==> src/rtl/multiport_regfile_param_if.sv <==
// Operand-fetch / writeback bundle for multiport_regfile_param.
// Read, write and status signals are packed per port: port i occupies [i*W +: W].
interface multiport_regfile_param_if #(
  parameter int DATA_W = 64,
  parameter int ADDR_W = 5,
  parameter int NUM_RD = 4,
  parameter int NUM_WR = 2
);
  logic [NUM_RD-1:0]        rd_en;
  logic [NUM_RD*ADDR_W-1:0] rd_addr;
  logic [NUM_RD*DATA_W-1:0] rd_data;
  logic [NUM_RD-1:0]        rd_valid;
  logic [NUM_WR-1:0]        wr_en;
  logic [NUM_WR*ADDR_W-1:0] wr_addr;
  logic [NUM_WR*DATA_W-1:0] wr_data;
  logic                     ready;
  logic                     wr_conflict;
  logic [15:0]              conflict_cnt;

  modport master (
    output rd_en, rd_addr, wr_en, wr_addr, wr_data,
    input  rd_data, rd_valid, ready, wr_conflict, conflict_cnt
  );

  modport slave (
    input  rd_en, rd_addr, wr_en, wr_addr, wr_data,
    output rd_data, rd_valid, ready, wr_conflict, conflict_cnt
  );
endinterface

==> src/rtl/multiport_regfile_param.sv <==
// Parametrised multi-port register file with post-reset clear sweep, registered reads and write-conflict reporting.
// Optional RF_BYPASS_EN: a read colliding with a committing write returns the new data instead of the old entry.
module multiport_regfile_param #(
  parameter int DATA_W   = 64,
  parameter int DEPTH    = 32,
  parameter int ADDR_W   = 5,
  parameter int NUM_RD   = 4,
  parameter int NUM_WR   = 2,
  parameter int ZERO_REG = 1
) (
  input  logic                      clk,
  input  logic                      reset,
  multiport_regfile_param_if.slave  bus
);

  localparam int IDX_W = (DEPTH > 1) ? $clog2(DEPTH) : 1;
  localparam logic [IDX_W-1:0]  LAST_IDX  = IDX_W'(DEPTH - 1);
  localparam logic [ADDR_W:0]   DEPTH_EXT = (ADDR_W + 1)'(DEPTH);

  typedef enum logic [0:0] {
    ST_INIT = 1'b0,
    ST_RUN  = 1'b1
  } state_e;

  state_e                   state_q, state_d;
  logic [IDX_W-1:0]         ptr_q, ptr_d;
  logic                     sweep_we_s;
  logic                     run_s;
  logic                     ready_d;

  logic [DATA_W-1:0]        mem_q [DEPTH];
  logic [NUM_WR-1:0]        shadow_s;
  logic [NUM_WR-1:0]        wr_commit_s;
  logic                     conflict_s;
  logic [DATA_W-1:0]        rd_word_s [NUM_RD];

  logic                     ready_q;
  logic [NUM_RD-1:0]        rd_valid_q;
  logic [NUM_RD*DATA_W-1:0] rd_data_q;
  logic                     wr_conflict_q;
  logic [15:0]              conflict_cnt_q;

  // An address is live when it maps to a real entry that is not the hardwired zero register.
  function automatic logic addr_live(input logic [ADDR_W-1:0] a);
    logic in_range;
    logic is_zero;
    in_range = ({1'b0, a} < DEPTH_EXT);
    is_zero  = (ZERO_REG != 0) && (a == {ADDR_W{1'b0}});
    return in_range && !is_zero;
  endfunction

  function automatic logic [IDX_W-1:0] to_idx(input logic [ADDR_W-1:0] a);
    return a[IDX_W-1:0];
  endfunction

  // FSM state register and sweep pointer
  always_ff @(posedge clk) begin
    if (reset) begin
      state_q <= ST_INIT;
      ptr_q   <= {IDX_W{1'b0}};
    end else begin
      state_q <= state_d;
      ptr_q   <= ptr_d;
    end
  end

  // FSM next state: sweep every entry once, then run until the next reset
  always_comb begin
    state_d = state_q;
    ptr_d   = ptr_q;
    case (state_q)
      ST_INIT: begin
        if (ptr_q == LAST_IDX) begin
          state_d = ST_RUN;
          ptr_d   = {IDX_W{1'b0}};
        end else begin
          state_d = ST_INIT;
          ptr_d   = ptr_q + IDX_W'(1);
        end
      end
      ST_RUN: begin
        state_d = ST_RUN;
        ptr_d   = ptr_q;
      end
      default: begin
        state_d = ST_INIT;
        ptr_d   = {IDX_W{1'b0}};
      end
    endcase
  end

  // FSM outputs: sweep write strobe, run qualifier for accesses, and next ready value
  always_comb begin
    sweep_we_s = 1'b0;
    run_s      = 1'b0;
    case (state_q)
      ST_INIT: sweep_we_s = !reset;
      ST_RUN:  run_s      = !reset;
      default: begin
        sweep_we_s = 1'b0;
        run_s      = 1'b0;
      end
    endcase
    ready_d = (state_d == ST_RUN);
  end

  // Write arbitration: a port is shadowed by any lower-index enabled port on the same address
  always_comb begin
    shadow_s    = {NUM_WR{1'b0}};
    wr_commit_s = {NUM_WR{1'b0}};
    conflict_s  = 1'b0;
    for (int j = 0; j < NUM_WR; j++) begin
      for (int k = 0; k < NUM_WR; k++) begin
        shadow_s[j] = shadow_s[j] | ((k < j) && bus.wr_en[j] && bus.wr_en[k] &&
                      (bus.wr_addr[j*ADDR_W +: ADDR_W] == bus.wr_addr[k*ADDR_W +: ADDR_W]));
      end
      conflict_s     = conflict_s | (run_s & shadow_s[j]);
      wr_commit_s[j] = run_s & bus.wr_en[j] & ~shadow_s[j] &
                       addr_live(bus.wr_addr[j*ADDR_W +: ADDR_W]);
    end
  end

  // Read word selection, with optional forwarding of the winning write
  always_comb begin
    for (int i = 0; i < NUM_RD; i++) begin
      if (addr_live(bus.rd_addr[i*ADDR_W +: ADDR_W])) begin
        rd_word_s[i] = mem_q[to_idx(bus.rd_addr[i*ADDR_W +: ADDR_W])];
      end else begin
        rd_word_s[i] = {DATA_W{1'b0}};
      end
`ifdef RF_BYPASS_EN
      for (int j = NUM_WR - 1; j >= 0; j--) begin
        rd_word_s[i] = (wr_commit_s[j] &&
                        (bus.wr_addr[j*ADDR_W +: ADDR_W] == bus.rd_addr[i*ADDR_W +: ADDR_W]))
                       ? bus.wr_data[j*DATA_W +: DATA_W] : rd_word_s[i];
      end
`endif
    end
  end

  // Storage: cleared by the sweep rather than by reset, so no reset branch here
  always_ff @(posedge clk) begin
    if (sweep_we_s) begin
      mem_q[ptr_q] <= {DATA_W{1'b0}};
    end else begin
      for (int j = 0; j < NUM_WR; j++) begin
        if (wr_commit_s[j]) begin
          mem_q[to_idx(bus.wr_addr[j*ADDR_W +: ADDR_W])] <= bus.wr_data[j*DATA_W +: DATA_W];
        end
      end
    end
  end

  // Registered outputs: ready, read data/valid, conflict pulse and saturating counter
  always_ff @(posedge clk) begin
    if (reset) begin
      ready_q        <= 1'b0;
      rd_valid_q     <= {NUM_RD{1'b0}};
      rd_data_q      <= {(NUM_RD*DATA_W){1'b0}};
      wr_conflict_q  <= 1'b0;
      conflict_cnt_q <= 16'h0000;
    end else begin
      ready_q       <= ready_d;
      rd_valid_q    <= run_s ? bus.rd_en : {NUM_RD{1'b0}};
      wr_conflict_q <= conflict_s;
      for (int i = 0; i < NUM_RD; i++) begin
        if (run_s && bus.rd_en[i]) begin
          rd_data_q[i*DATA_W +: DATA_W] <= rd_word_s[i];
        end
      end
      if (conflict_s && (conflict_cnt_q != 16'hFFFF)) begin
        conflict_cnt_q <= conflict_cnt_q + 16'h0001;
      end
    end
  end

  assign bus.ready        = ready_q;
  assign bus.rd_valid     = rd_valid_q;
  assign bus.rd_data      = rd_data_q;
  assign bus.wr_conflict  = wr_conflict_q;
  assign bus.conflict_cnt = conflict_cnt_q;

endmodule

==> src/flat_wrapper.sv <==
// flat-port wrapper written by rule: the top's interface ports become plain ports
module multiport_regfile_param_flat 
#(
  parameter int DATA_W   = 64,
  parameter int DEPTH    = 32,
  parameter int ADDR_W   = 5,
  parameter int NUM_RD   = 4,
  parameter int NUM_WR   = 2,
  parameter int ZERO_REG = 1
)
  (clk, reset, bus_rd_en, bus_rd_addr, bus_wr_en, bus_wr_addr, bus_wr_data, bus_rd_data, bus_rd_valid, bus_ready, bus_wr_conflict, bus_conflict_cnt);
  multiport_regfile_param_if #(.DATA_W(DATA_W), .ADDR_W(ADDR_W), .NUM_RD(NUM_RD), .NUM_WR(NUM_WR)) bus_i ();
  input  logic clk;
  input  logic reset;
  input wire logic [$bits(bus_i.rd_en)-1:0] bus_rd_en;
  input wire logic [$bits(bus_i.rd_addr)-1:0] bus_rd_addr;
  input wire logic [$bits(bus_i.wr_en)-1:0] bus_wr_en;
  input wire logic [$bits(bus_i.wr_addr)-1:0] bus_wr_addr;
  input wire logic [$bits(bus_i.wr_data)-1:0] bus_wr_data;
  output wire logic [$bits(bus_i.rd_data)-1:0] bus_rd_data;
  output wire logic [$bits(bus_i.rd_valid)-1:0] bus_rd_valid;
  output wire logic [$bits(bus_i.ready)-1:0] bus_ready;
  output wire logic [$bits(bus_i.wr_conflict)-1:0] bus_wr_conflict;
  output wire logic [$bits(bus_i.conflict_cnt)-1:0] bus_conflict_cnt;
  assign bus_i.rd_en = bus_rd_en;
  assign bus_i.rd_addr = bus_rd_addr;
  assign bus_i.wr_en = bus_wr_en;
  assign bus_i.wr_addr = bus_wr_addr;
  assign bus_i.wr_data = bus_wr_data;
  assign bus_rd_data = bus_i.rd_data;
  assign bus_rd_valid = bus_i.rd_valid;
  assign bus_ready = bus_i.ready;
  assign bus_wr_conflict = bus_i.wr_conflict;
  assign bus_conflict_cnt = bus_i.conflict_cnt;
  multiport_regfile_param #(.DATA_W(DATA_W), .DEPTH(DEPTH), .ADDR_W(ADDR_W), .NUM_RD(NUM_RD), .NUM_WR(NUM_WR), .ZERO_REG(ZERO_REG)) u_core (.clk(clk), .reset(reset), .bus(bus_i));
endmodule
==> config.mk <==
export PLATFORM = sky130hd
export DESIGN_NAME = multiport_regfile_param_flat
export DESIGN_NICKNAME = d
export VERILOG_FILES = /design/src/rtl/multiport_regfile_param_if.sv /design/src/rtl/multiport_regfile_param.sv /design/src/flat_wrapper.sv
export SDC_FILE = /design/constraint.sdc
export NUM_CORES = 2
export LEC_CHECK = 0
export BUFFER_PORTS_ARGS = -buffer_cell sky130_fd_sc_hd__clkbuf_2
export CAP_MARGIN = 10
export CORE_ASPECT_RATIO = 1.5
export CORE_MARGIN = 4
export CORE_UTILIZATION = 30
export DETAILED_ROUTE_END_ITERATION = 8
export MAX_ROUTING_LAYER = met4
export PLACE_DENSITY = 0.45
export SYNTH_ARGS = -nofsm -noshare
export SYNTH_HDL_FRONTEND = slang
export SYNTH_SLANG_ARGS = --single-unit
==> constraint.sdc <==
create_clock -name clk -period 9.3 [get_ports clk]
set_input_delay 0.93 -clock clk [delete_from_list [all_inputs] [get_ports clk]]
set_output_delay 0.93 -clock clk [all_outputs]
set_load 0.02 [all_outputs]
==> impl_metrics.py <==
metrics = {
    "detailed_routing": {
        "dr_vias_cell": 6.722,
        "top_layer": "met4",
        "drtAntennaViolNets": 0,
        "vias": 122810,
        "postRouteWirelength_um": 824200,
        "drcViolationCount": 0,
        "routed_met3_length_um": 75930,
        "dr.first_iter.drc_count": 17475,
        "wl_met1_um": 278400,
        "dr_wl_met2_um": 394700,
        "wire_per_inst_um": 45.12,
        "first_pass_iters": 8,
    },
    "placed_design": {
        "post_dp_cell_area_sq_um": 166100,
        "place.detailed.hpwl_um": 513600,
        "numPortBuffers": 443,
        "dp_worst_setup_slack_ps": 3648,
        "place.gp.congestion": 0.9227,
    },
    "timing": {
        "period_utilization_post_route_pct": 51.34,
        "timing.final.hold_violations": 0,
        "final_max_slew_viol_count": 0,
        "timing.clock.skew_ps": 39.03,
        "max_fclk_ghz": 0.2094,
        "finalSetupTns_ps": 0,
        "rsz_0062_raised_after_global_routing": "false",
        "worst_hold_slack_ps": 297.9,
        "finalWorstSetupSlack_ps": 4525,
        "endpoints_failing_setup": 0,
        "relSlewSlack_pct": 8.502,
        "period_needed_ps": 4775,
        "worstMarginPinSlew_ps": 1370,
    },
    "cts": {
        "worst_setup_hold_path_clk_slew_ps": 60,
        "post_cts.resized_instances": 0,
        "cts_buffers": 268,
        "tritoncts_sink_count": 2331,
        "insertion_delay_ps": 930,
        "cts.htree.levels": 5,
        "cts_setup_buffers": 0,
        "ctsHoldBuffers": 0,
        "clock_root_buffer_master": "sky130_fd_sc_hd__clkbuf_16",
        "tritoncts": "done",
        "clockBufferDepth": 4,
    },
    "floorplanning": {
        "floorplan.initialDensity_pct": 30.09,
        "placeableCoreArea_sq_um": 522100,
        "io-pin-count": 444,
        "die_h_um": 894.3,
        "placementRows": 325,
        "die_x_um": 598.9,
        "dieArea_sq_um": 535600,
    },
    "pwr": {
        "static_leakage_nw": 61.91,
        "power_density_relative_to_cell_area_nw_per_um2": 142.1,
        "p_comb_share_pct": 9.3,
        "net-switching-power_mw": 6.371,
        "clock_power_share_pct": 45.1,
        "totalPowerFinal_mw": 24.86,
        "cellInternalPower_mw": 18.49,
        "swShare_pct": 25.63,
        "sequential_power_share_pct": 45.5,
        "ir_drop_mv": 0.1487,
    },
    "synth": {
        "syn_inst_count": 11488,
        "synth_enable_flop_cells": 2048,
        "ys_warn_count": 0,
        "ys_seq_elements": 2331,
        "post_synth_num_cell_types": 74,
        "top_post_synthesis_cells_by_area": "sky130_fd_sc_hd__edfxtp_1 39%, sky130_fd_sc_hd__mux4_2 29%, sky130_fd_sc_hd__mux2_2 6.7%",
        "synth_fp_nets": 11657,
        "postSynthAreaPerCell_sq_um": 13.68,
        "synthDominantCellAreaShare_pct": 39.14,
        "synthDominantAreaCellType": "sky130_fd_sc_hd__edfxtp_1",
        "synth-seq-area-share_pct": 42.75,
        "synth_flop_cell": "sky130_fd_sc_hd__edfxtp_1",
        "share_of_synthesized_registers_carrying_an_async_set_or_reset_pct": 0,
        "post_synth_instance_area_sq_um": 157100,
    },
    "grt": {
        "overflow": 0,
        "grt_first_pass_wirelength_um": 1099000,
        "grt_max_degree": 130,
        "antenna_found_initial": 68,
        "groute.usage.overall_pct": 30.79,
        "first_global_vias": 123360,
    },
    "final_layout": {
        "drive_above_1_share_pct": 37.85,
        "syn_to_final_growth_pct": 11.39,
        "filler_cell_count": 50810,
        "finish.net_count": 11307,
        "design_area_sq_um": 175000,
        "commonest_non_fill_non_tap_cells_in_the_layout": "2,048 x sky130_fd_sc_hd__edfxtp_1, 2,005 x sky130_fd_sc_hd__mux4_2, 1,322 x sky130_fd_sc_hd__nand2_1",
        "final_common_cell": "sky130_fd_sc_hd__edfxtp_1",
    },
    "outcome": {
        "outcome": "complete, no violations",
    },
    "setup_path": {
        "cpPeakStageDelay_ps": 1090,
        "critPathKind": "input pin to register",
        "critPathMostFrequentCell": "sky130_fd_sc_hd__buf_4",
        "critPathArrivalTime_ps": 5350,
        "reg2reg_from": "u_core.bus.ready$_SDFF_PP0_",
        "worstPathMaxFanout": 30,
        "critical_path_buf_inv_count": 3,
        "critical_path.startpoint": "bus_wr_addr[4]",
        "critPathSlowestCell": "sky130_fd_sc_hd__o21ai_4",
        "crit_family": "compound AO/OA/AOI/OAI gates",
        "critical_path.cell_chain": "clkbuf_2 > or4_1 > o21ai_0 > nand2_1 > o22a_1 > o21ai_4 > buf_4 > buf_4",
        "critical_path.endpoint_type": "register",
        "required_time_of_the_critical_path_ps": 9870,
        "element_type_at_the_critical_path_start": "input pin",
    },
    "min_path": {
        "hp-class": "input pin to register",
        "min_from": "bus_rd_en[0]",
    },
    "flow_run": {
        "cap_violations": 0,
    },
}
==> layout make-up <==
type | instances | area [sq um] | area share (%)
well taps | 6867 | 8592 | 4.909
clock inverters | 89 | 987.2 | 0.5641
clock buffers | 388 | 7766 | 4.437
multi-input cells | 7654 | 84400 | 48.22
diodes | 57 | 142.6 | 0.08150
repair buffers | 804 | 5652 | 3.229
flip-flops and latches | 2331 | 67160 | 38.38
inverters | 79 | 311.5 | 0.1780
==> power by group through the flow <==
stage / sequential, mW / combinational [mW] / clock (mW)
after CTS: 11.3 / 2.29 / 11.3
final: 11.3 / 2.32 / 11.2
after detailed placement: 11.5 / 2.29 / 0
after floorplan: 11.5 / 1.44 / 0
after global routing: 11.3 / 2.36 / 11.7
after global placement: 11.5 / 2.27 / 0
==> cells in the mapped netlist (all sizes together), types with 5 or more instances <==
library cell	instances
edfxtp	2048
mux4	2005
nand2	1377
o21ai	1135
mux2	995
clkbuf	777
buf	647
mux2i	360
a22oi	300
a21oi	297
dfxtp	283
a22o	192
nor2	192
o211ai	144
a2111o	114
inv	78
nand3	67
nor2b	61
a221oi	57
a211oi	51
o22ai	48
nor3	32
nand4	20
o21bai	17
nand2b	15
a31oi	14
and3	12
or3	12
and2	11
o31ai	10
or4	10
a311oi	9
nand3b	9
a221o	7
o221ai	7
nand4b	6
nor3b	6
nor4	6
or2	6
a32oi	5
==> flip-flops by register name (all words and copies together), names as in the netlist <==
register,cells
u_core.mem_q,2048
u_core.bus.rd_data,256
u_core.bus.conflict_cnt,16
u_core.ptr_q,5
u_core.bus.rd_valid,4
u_core.bus.ready,1
u_core.bus.wr_conflict,1
==> final timing paths <==
| path | slack, ps | cells past startpoint | endpoint |
|---|---|---|---|
| min | 300 | 2 | u_core.bus.rd_valid[0]$_SDFF_PP0_ |
| max reg2reg | 4580 | 7 | u_core.mem_q[11][32]$_DFFE_PP_ |
| min reg2reg | 470 | 1 | u_core.bus.rd_data[101]$_SDFFE_PP0P_ |
| max | 4530 | 8 | u_core.mem_q[15][23]$_DFFE_PP_ |
==> per-layer routing <==
layer  GRT usage [%]  up-vias
li1                -    46164
met4           23.31        0
met3           6.599     2804
met2           48.99     9266
met1           33.81    64576
met5               -        -
==> kinds of logic after synthesis <==
logic type	Yosys count	share of synthesized area, %
mux	3360	38.17
fa+ha+maj	3	0.02389
simple gates	1859	4.992
buf+inv	1503	4.166
xor+xnor	6	0.03345
flops	2331	42.75
compound gates	2426	9.869
==> through the flow <==
| step | instances | util (%) |
|---|---|---|
| 4_1_cts | 18212 | 33.49 |
| 6_report | 18269 | 33.52 |
| 5_1_grt | 18261 | 33.52 |
| 2_1_floorplan | 11488 | - |
| 3_5_place_dp | 17735 | 31.82 |
| 3_3_place_gp | 17734 | 31.81 |
Power figures use the tool's default switching activity.
